**src/rtl/bus_ctrl_if.sv**
```systemverilog
// bus_ctrl_if: CPU memory-bus strobes/data plus peripheral req/ack signals of bus_ctrl
interface bus_ctrl_if;
  logic       read;
  logic       write;
  logic [7:0] address;
  logic [7:0] data_in;
  logic [7:0] data_out;
  logic       ready;
  logic       bus_err;
  logic       io_read;
  logic       io_write;
  logic [7:0] io_addr;
  logic [7:0] io_wdata;
  logic [7:0] io_rdata;
  logic       io_ack;
  modport master (
    output read, write, address, data_in, io_rdata, io_ack,
    input  data_out, ready, bus_err, io_read, io_write, io_addr, io_wdata
  );
  modport slave (
    input  read, write, address, data_in, io_rdata, io_ack,
    output data_out, ready, bus_err, io_read, io_write, io_addr, io_wdata
  );
endinterface

```
**src/rtl/bus_ctrl.sv**
```systemverilog
// bus_ctrl: CPU bus decoder to internal RAM and req/ack I/O window; optional BUS_WRITE_PROTECT_EN makes RAM below PROT_LIMIT read-only
module bus_ctrl #(
  parameter int unsigned WAIT_CYCLES = 1,
  parameter logic [7:0]  IO_BASE     = 8'hF0,
  parameter int unsigned IO_TIMEOUT  = 15,
  parameter logic [7:0]  PROT_LIMIT  = 8'h40
) (
  input logic     clk,
  input logic     reset,
  bus_ctrl_if.slave b
);
  typedef enum logic [1:0] {IDLE, WAIT, IO, RESP} state_t;
  state_t     state, state_n;
  logic [3:0] cnt, cnt_n;
  logic [7:0] tcnt, tcnt_n;
  logic [7:0] addr_q, addr_n, wdata_q, wdata_n;
  logic       wr_q, wr_n;
  logic [7:0] data_n, io_addr_n, io_wdata_n;
  logic       ready_n, err_n, io_read_n, io_write_n;
  logic       ram_go, ram_we, acc_wr;
  logic [7:0] acc_addr, acc_wdata;
  logic [7:0] mem [IO_BASE];
`ifdef BUS_WRITE_PROTECT_EN
  wire prot = acc_addr < PROT_LIMIT;
`else
  wire prot = 1'b0;
  logic unused_prot;
  assign unused_prot = ^PROT_LIMIT;
`endif
  // next-state, next-output and RAM access decode
  always_comb begin
    state_n    = state;
    cnt_n      = cnt;
    tcnt_n     = tcnt;
    addr_n     = addr_q;
    wdata_n    = wdata_q;
    wr_n       = wr_q;
    data_n     = b.data_out;
    err_n      = 1'b0;
    io_read_n  = b.io_read;
    io_write_n = b.io_write;
    io_addr_n  = b.io_addr;
    io_wdata_n = b.io_wdata;
    ram_go     = 1'b0;
    acc_addr   = addr_q;
    acc_wr     = wr_q;
    acc_wdata  = wdata_q;
    case (state)
      IDLE: begin
        if (b.read && b.write) begin
          err_n = 1'b1;
        end else if (b.read ^ b.write) begin
          addr_n  = b.address;
          wdata_n = b.data_in;
          wr_n    = b.write;
          if (b.address >= IO_BASE) begin
            state_n    = IO;
            io_read_n  = b.read;
            io_write_n = b.write;
            io_addr_n  = b.address - IO_BASE;
            io_wdata_n = b.data_in;
            tcnt_n     = 8'd0;
          end else begin
            cnt_n     = 4'(WAIT_CYCLES);
            state_n   = WAIT_CYCLES > 0 ? WAIT : RESP;
            ram_go    = WAIT_CYCLES == 0;
            acc_addr  = b.address;
            acc_wr    = b.write;
            acc_wdata = b.data_in;
          end
        end
      end
      WAIT: begin
        cnt_n = cnt - 4'd1;
        if (cnt == 4'd1) begin
          state_n = RESP;
          ram_go  = 1'b1;
        end
      end
      IO: begin
        if (b.io_ack) begin
          io_read_n  = 1'b0;
          io_write_n = 1'b0;
          data_n     = wr_q ? b.data_out : b.io_rdata;
          state_n    = RESP;
        end else if (tcnt == 8'(IO_TIMEOUT - 1)) begin
          io_read_n  = 1'b0;
          io_write_n = 1'b0;
          data_n     = wr_q ? b.data_out : 8'hFF;
          err_n      = 1'b1;
          state_n    = RESP;
        end else begin
          tcnt_n = tcnt + 8'd1;
        end
      end
      default: state_n = IDLE;
    endcase
    if (ram_go) begin
      data_n = acc_wr ? data_n : mem[acc_addr];
      err_n  = err_n | (acc_wr & prot);
    end
    ram_we  = ram_go & acc_wr & ~prot;
    ready_n = state_n == RESP;
  end
  // state and registered outputs
  always_ff @(posedge clk) begin
    if (reset) begin
      state      <= IDLE;
      cnt        <= 4'd0;
      tcnt       <= 8'd0;
      addr_q     <= 8'd0;
      wdata_q    <= 8'd0;
      wr_q       <= 1'b0;
      b.data_out <= 8'h00;
      b.ready    <= 1'b0;
      b.bus_err  <= 1'b0;
      b.io_read  <= 1'b0;
      b.io_write <= 1'b0;
      b.io_addr  <= 8'h00;
      b.io_wdata <= 8'h00;
    end else begin
      state      <= state_n;
      cnt        <= cnt_n;
      tcnt       <= tcnt_n;
      addr_q     <= addr_n;
      wdata_q    <= wdata_n;
      wr_q       <= wr_n;
      b.data_out <= data_n;
      b.ready    <= ready_n;
      b.bus_err  <= err_n;
      b.io_read  <= io_read_n;
      b.io_write <= io_write_n;
      b.io_addr  <= io_addr_n;
      b.io_wdata <= io_wdata_n;
    end
  end
  // RAM write on the edge entering RESP; contents survive reset
  always_ff @(posedge clk) begin
    if (!reset && ram_we) mem[acc_addr] <= acc_wdata;
  end
endmodule
```
**src/flat_wrapper.sv**
```systemverilog
// flat-port wrapper written by rule: the top's interface ports become plain ports
module bus_ctrl_flat 
#(
  parameter int unsigned WAIT_CYCLES = 1,
  parameter logic [7:0]  IO_BASE     = 8'hF0,
  parameter int unsigned IO_TIMEOUT  = 15,
  parameter logic [7:0]  PROT_LIMIT  = 8'h40
)
  (clk, reset, b_read, b_write, b_address, b_data_in, b_io_rdata, b_io_ack, b_data_out, b_ready, b_bus_err, b_io_read, b_io_write, b_io_addr, b_io_wdata);
  bus_ctrl_if b_i ();
  input logic clk;
  input logic reset;
  input wire logic [$bits(b_i.read)-1:0] b_read;
  input wire logic [$bits(b_i.write)-1:0] b_write;
  input wire logic [$bits(b_i.address)-1:0] b_address;
  input wire logic [$bits(b_i.data_in)-1:0] b_data_in;
  input wire logic [$bits(b_i.io_rdata)-1:0] b_io_rdata;
  input wire logic [$bits(b_i.io_ack)-1:0] b_io_ack;
  output wire logic [$bits(b_i.data_out)-1:0] b_data_out;
  output wire logic [$bits(b_i.ready)-1:0] b_ready;
  output wire logic [$bits(b_i.bus_err)-1:0] b_bus_err;
  output wire logic [$bits(b_i.io_read)-1:0] b_io_read;
  output wire logic [$bits(b_i.io_write)-1:0] b_io_write;
  output wire logic [$bits(b_i.io_addr)-1:0] b_io_addr;
  output wire logic [$bits(b_i.io_wdata)-1:0] b_io_wdata;
  assign b_i.read = b_read;
  assign b_i.write = b_write;
  assign b_i.address = b_address;
  assign b_i.data_in = b_data_in;
  assign b_i.io_rdata = b_io_rdata;
  assign b_i.io_ack = b_io_ack;
  assign b_data_out = b_i.data_out;
  assign b_ready = b_i.ready;
  assign b_bus_err = b_i.bus_err;
  assign b_io_read = b_i.io_read;
  assign b_io_write = b_i.io_write;
  assign b_io_addr = b_i.io_addr;
  assign b_io_wdata = b_i.io_wdata;
  bus_ctrl #(.WAIT_CYCLES(WAIT_CYCLES), .IO_BASE(IO_BASE), .IO_TIMEOUT(IO_TIMEOUT), .PROT_LIMIT(PROT_LIMIT)) u_core (.clk(clk), .reset(reset), .b(b_i));
endmodule
```
**config.mk**
```make
export PLATFORM = sky130hd
export DESIGN_NAME = bus_ctrl_flat
export DESIGN_NICKNAME = d
export VERILOG_FILES = /design/src/rtl/bus_ctrl_if.sv /design/src/rtl/bus_ctrl.sv /design/src/flat_wrapper.sv
export SDC_FILE = /design/constraint.sdc
export NUM_CORES = 2
export LEC_CHECK = 0
export CAP_MARGIN = 20
export CORE_MARGIN = 3
export CORE_UTILIZATION = 35
export DETAILED_ROUTE_END_ITERATION = 10
export DONT_BUFFER_PORTS = 1
export HOLD_SLACK_MARGIN = 0.05
export PLACE_DENSITY = 0.56
export SLEW_MARGIN = 10
export SYNTH_ARGS = -nofsm -noshare
export SYNTH_HDL_FRONTEND = slang
export SYNTH_SLANG_ARGS = --single-unit
```
**constraint.sdc**
```tcl
create_clock -name clk -period 7 [get_ports clk]
set_input_delay 1.75 -clock clk [delete_from_list [all_inputs] [get_ports clk]]
set_output_delay 1.75 -clock clk [all_outputs]
set_load 0.05 [all_outputs]
```
==> impl_metrics.sql <==
INSERT INTO impl_metrics (metric_group, metric, value, unit) VALUES
('clocking', 'cts.hold.buffers_added', '0', ''),
('die', 'placementRows', '174', ''),
('finish', 'final_layout_size_suffix_gt1_share', '14.4', '%'),
('drt', 'routedWlPerCell', '31.2', 'µm'),
('finish', 'fillers', '20400', ''),
('critical_path', 'crit_required', '7.80', 'ns'),
('logic_synthesis', 'seq_area_frac_synth', '74.3', '%'),
('logic_synthesis', 'synthFlopType', 'edfxtp_1', ''),
('logic_synthesis', 'post_synth_num_cell_types', '65', ''),
('finish', 'most_common_cell_after_layout_fill_and_taps_aside', 'edfxtp_1', ''),
('critical_path', 'worst-setup-path-type', 'input port to register', ''),
('pwr', 'power.density', '295', 'nW/µm²'),
('clocking', 'inserted_clock_buffers', '199', ''),
('drt', 'final_antenna_net_count', '0', ''),
('die', 'initial_utilization', '35.2', '%'),
('sta', 'timing.clock.skew', '0.0311', 'ns'),
('critical_path', 'r2r-start', 'u_core.state[0]', ''),
('placement', 'port_buffer_count', '0', ''),
('clocking', 'clk_pin_slew', '0.06', 'ns'),
('finish', 'finish.net_count', '5616', ''),
('die', 'coreArea', '225000', 'µm²'),
('min_path', 'min_path_cells', '2', ''),
('sta', 'layout_min_cycle_time', '6.04', 'ns'),
('outcome', 'run_status', 'finished clean', ''),
('clocking', 'postCtsResizedCells', '0', ''),
('sta', 'timing.fmax', '165', 'MHz'),
('clocking', 'cts.root.buffer_cell', 'clkbuf_16', ''),
('logic_synthesis', 'syn-cell-area', '79200', 'µm²'),
('logic_synthesis', 'syn_area_per_cell', '14.6', 'µm²'),
('min_path', 'hold_class', 'register to register', ''),
('global_routing', 'grt_start_max_net_pins', '151', ''),
('die', 'die_extent_in_x', '482', 'µm'),
('clocking', 'clock_latency', '0.86', 'ns'),
('logic_synthesis', 'synth_cells', '5417', ''),
('clocking', 'tritoncts', 'done', ''),
('die', 'floorplan.io_pins', '57', ''),
('clocking', 'clock-sinks', '1979', ''),
('placement', 'post-place-ws', '0.271', 'ns'),
('sta', 'min_period_over_period', '86.3', '%'),
('global_routing', 'grt_pass1_wl', '387000', 'µm'),
('sta', 'timing.final.hold_violations', '0', ''),
('sta', 'final-setup-viol-count', '0', ''),
('critical_path', 'crit_path_start_kind', 'input port', ''),
('clocking', 'cts_max_level', '4', ''),
('logic_synthesis', 'synth-edff-count', '1920', ''),
('pwr', 'power.ir.vdd_worst', '0.000223', 'V'),
('clocking', 'cts.path.max_buffers', '3', ''),
('global_routing', 'grt.overflow.total', '0', ''),
('die', 'die_area', '232000', 'µm²'),
('min_path', 'hp-start', 'u_core.wdata_q[6]', ''),
('logic_synthesis', 'postSynth.asyncResetShare', '0', '%'),
('sta', 'timing.slew.headroom', '9.94', '%'),
('drt', 'via_count', '53800', ''),
('global_routing', 'gr-usage-all-layers', '22.9', '%'),
('finish', 'multiInputGateArea', '18600', 'µm²'),
('sta', 'tightestPinTransition', '1.35', 'ns'),
('logic_synthesis', 'synth.largest_area_cell', 'edfxtp_1', ''),
('min_path', 'hold_end', 'u_core.wdata_q[6]', ''),
('drt', 'dr_iter_0_viols', '8488', ''),
('global_routing', 'antenna_violations_before_repair', '14', ''),
('critical_path', 'r2r_cells', '11', ''),
('sta', 'maxSlewViolCount', '0', ''),
('global_routing', 'via_count_of_the_first_global_routing_pass', '50800', ''),
('drt', 'finalWirelength', '273000', 'µm'),
('sta', 'tns', '0', 'ns'),
('critical_path', 'critical_path_peak_fanout', '47', ''),
('logic_synthesis', 'synth_top_cell_area_share', '72.8', '%'),
('sta', 'setup_slack', '0.956', 'ns'),
('critical_path', 'crit_path_capture_type', 'register', ''),
('logic_synthesis', 'postSynthRegisterBits', '1979', ''),
('clocking', 'number_of_setup_buffers_added_after_cts', '0', '');
## final cells by class
cell class / instances / share of cell area, %
tap: 2992 / 4.09
antenna: 14 / 0.0383
inverter: 10 / 0.0410
clock buffer: 259 / 5.83
timing repair buffer: 449 / 4.26
clock inverter: 111 / 1.15
sequential: 1979 / 64.3
multi-input combinational: 2942 / 20.3
## worst max-delay path by stage
stage | start | end | slack [ns] | cells after the start
6_report | b_write | u_core.b.data_out[0] | 0.96 | 12
4_1_cts | b_write | u_core.b.data_out[0] | 1.16 | 12
3_5_place_dp | b_write | u_core.b.data_out[0] | 0.27 | 12
3_3_place_gp | b_write | u_core.b.data_out[0] | 0.30 | 12
2_1_floorplan | b_write | u_core.mem[0][0] | 1.11 | 9
5_1_grt | b_write | u_core.b.data_out[0] | 1.01 | 12
## sequential cells by signal, indices dropped and copies added (netlist names)
name / cells
u_core.b.io_wdata: 8
u_core.cnt: 4
u_core.b.bus_err: 1
u_core.mem: 1920
u_core.b.io_addr: 8
u_core.addr_q: 8
u_core.b.io_write: 1
u_core.b.data_out: 8
u_core.b.io_read: 1
u_core.b.ready: 1
u_core.state: 2
u_core.wdata_q: 8
u_core.wr_q: 1
u_core.tcnt: 8
## critical path, stage by stage
cell      delay, ns
ha_1           0.28
nor4b_4        0.68
buf_4          0.32
and3_4         0.56
or2_4          0.82
buf_4          0.34
a22oi_1        0.09
a21oi_1        0.39
nor4_1         0.13
buf_4          0.19
nor4bb_1       0.97
o31a_1         0.22
## cell families (layout without fill, tap and decap cells)
family	Yosys count	in the layout	share of synthesized area, %
AOI/OAI and AO/OA	2291	2291	18.3
DFF	1979	1979	74.3
and+or+nand+nor	592	592	3.37
buffers and inverters	496	829	2.69
muxes	47	47	1.17
adders and majority gates	6	6	0.0948
xor gates and xnor gates	6	6	0.0663
other	0	14	0
## stage by stage
stage | area (µm²) | utilization, % | power, W | cells | hold slack, ns
floorplan | 79200 | - | 0.0152 | 5417 | 0.437
global placement | 85100 | 37.8 | 0.0166 | 8370 | 0.436
detailed placement | 85100 | 37.8 | 0.0167 | 8372 | 0.443
CTS | 91500 | 40.7 | 0.0271 | 8742 | 0.452
global route | 91500 | 40.7 | 0.0277 | 8746 | 0.465
finish | 91500 | 40.7 | 0.0270 | 8756 | 0.448
## per-layer routing
layer	part of all wire [%]	global-route usage, %	up-vias
li1	-	-	22100
met1	41	32.2	27800
met4	3.9	8.99	8
met3	11	5.39	497
met5	0.022	0	-
met2	44	34.2	3414
## cells in the mapped netlist (7+ instances only)
cell and number:
o41ai_1 114, nand2b_1 7, a22o_1 9, buf_1 26, a41oi_1 269, nand4_1 26, inv_1 10, nand2_1 137
edfxtp_1 1920, nand3_1 27, o21a_1 307, a41o_1 7, a21oi_1 183, nor3_1 7, dfxtp_1 59, buf_2 110
buf_6 16, o22ai_1 16, clkbuf_1 331, mux4_2 36, mux2i_1 8, and3_1 7, o21ai_1 12, a22oi_1 239
nor4_1 60, nor2b_1 12, o211ai_1 7, nor2_1 280, o21ai_0 1085
## report_power, final
group	internal, W	switching, W	leakage [nW]
clock	0.00594	0.00461	3.11
sequential	0.0133	0.0000516	18.0
combinational	0.000767	0.00234	6.22
Power figures use the tool's default switching activity.
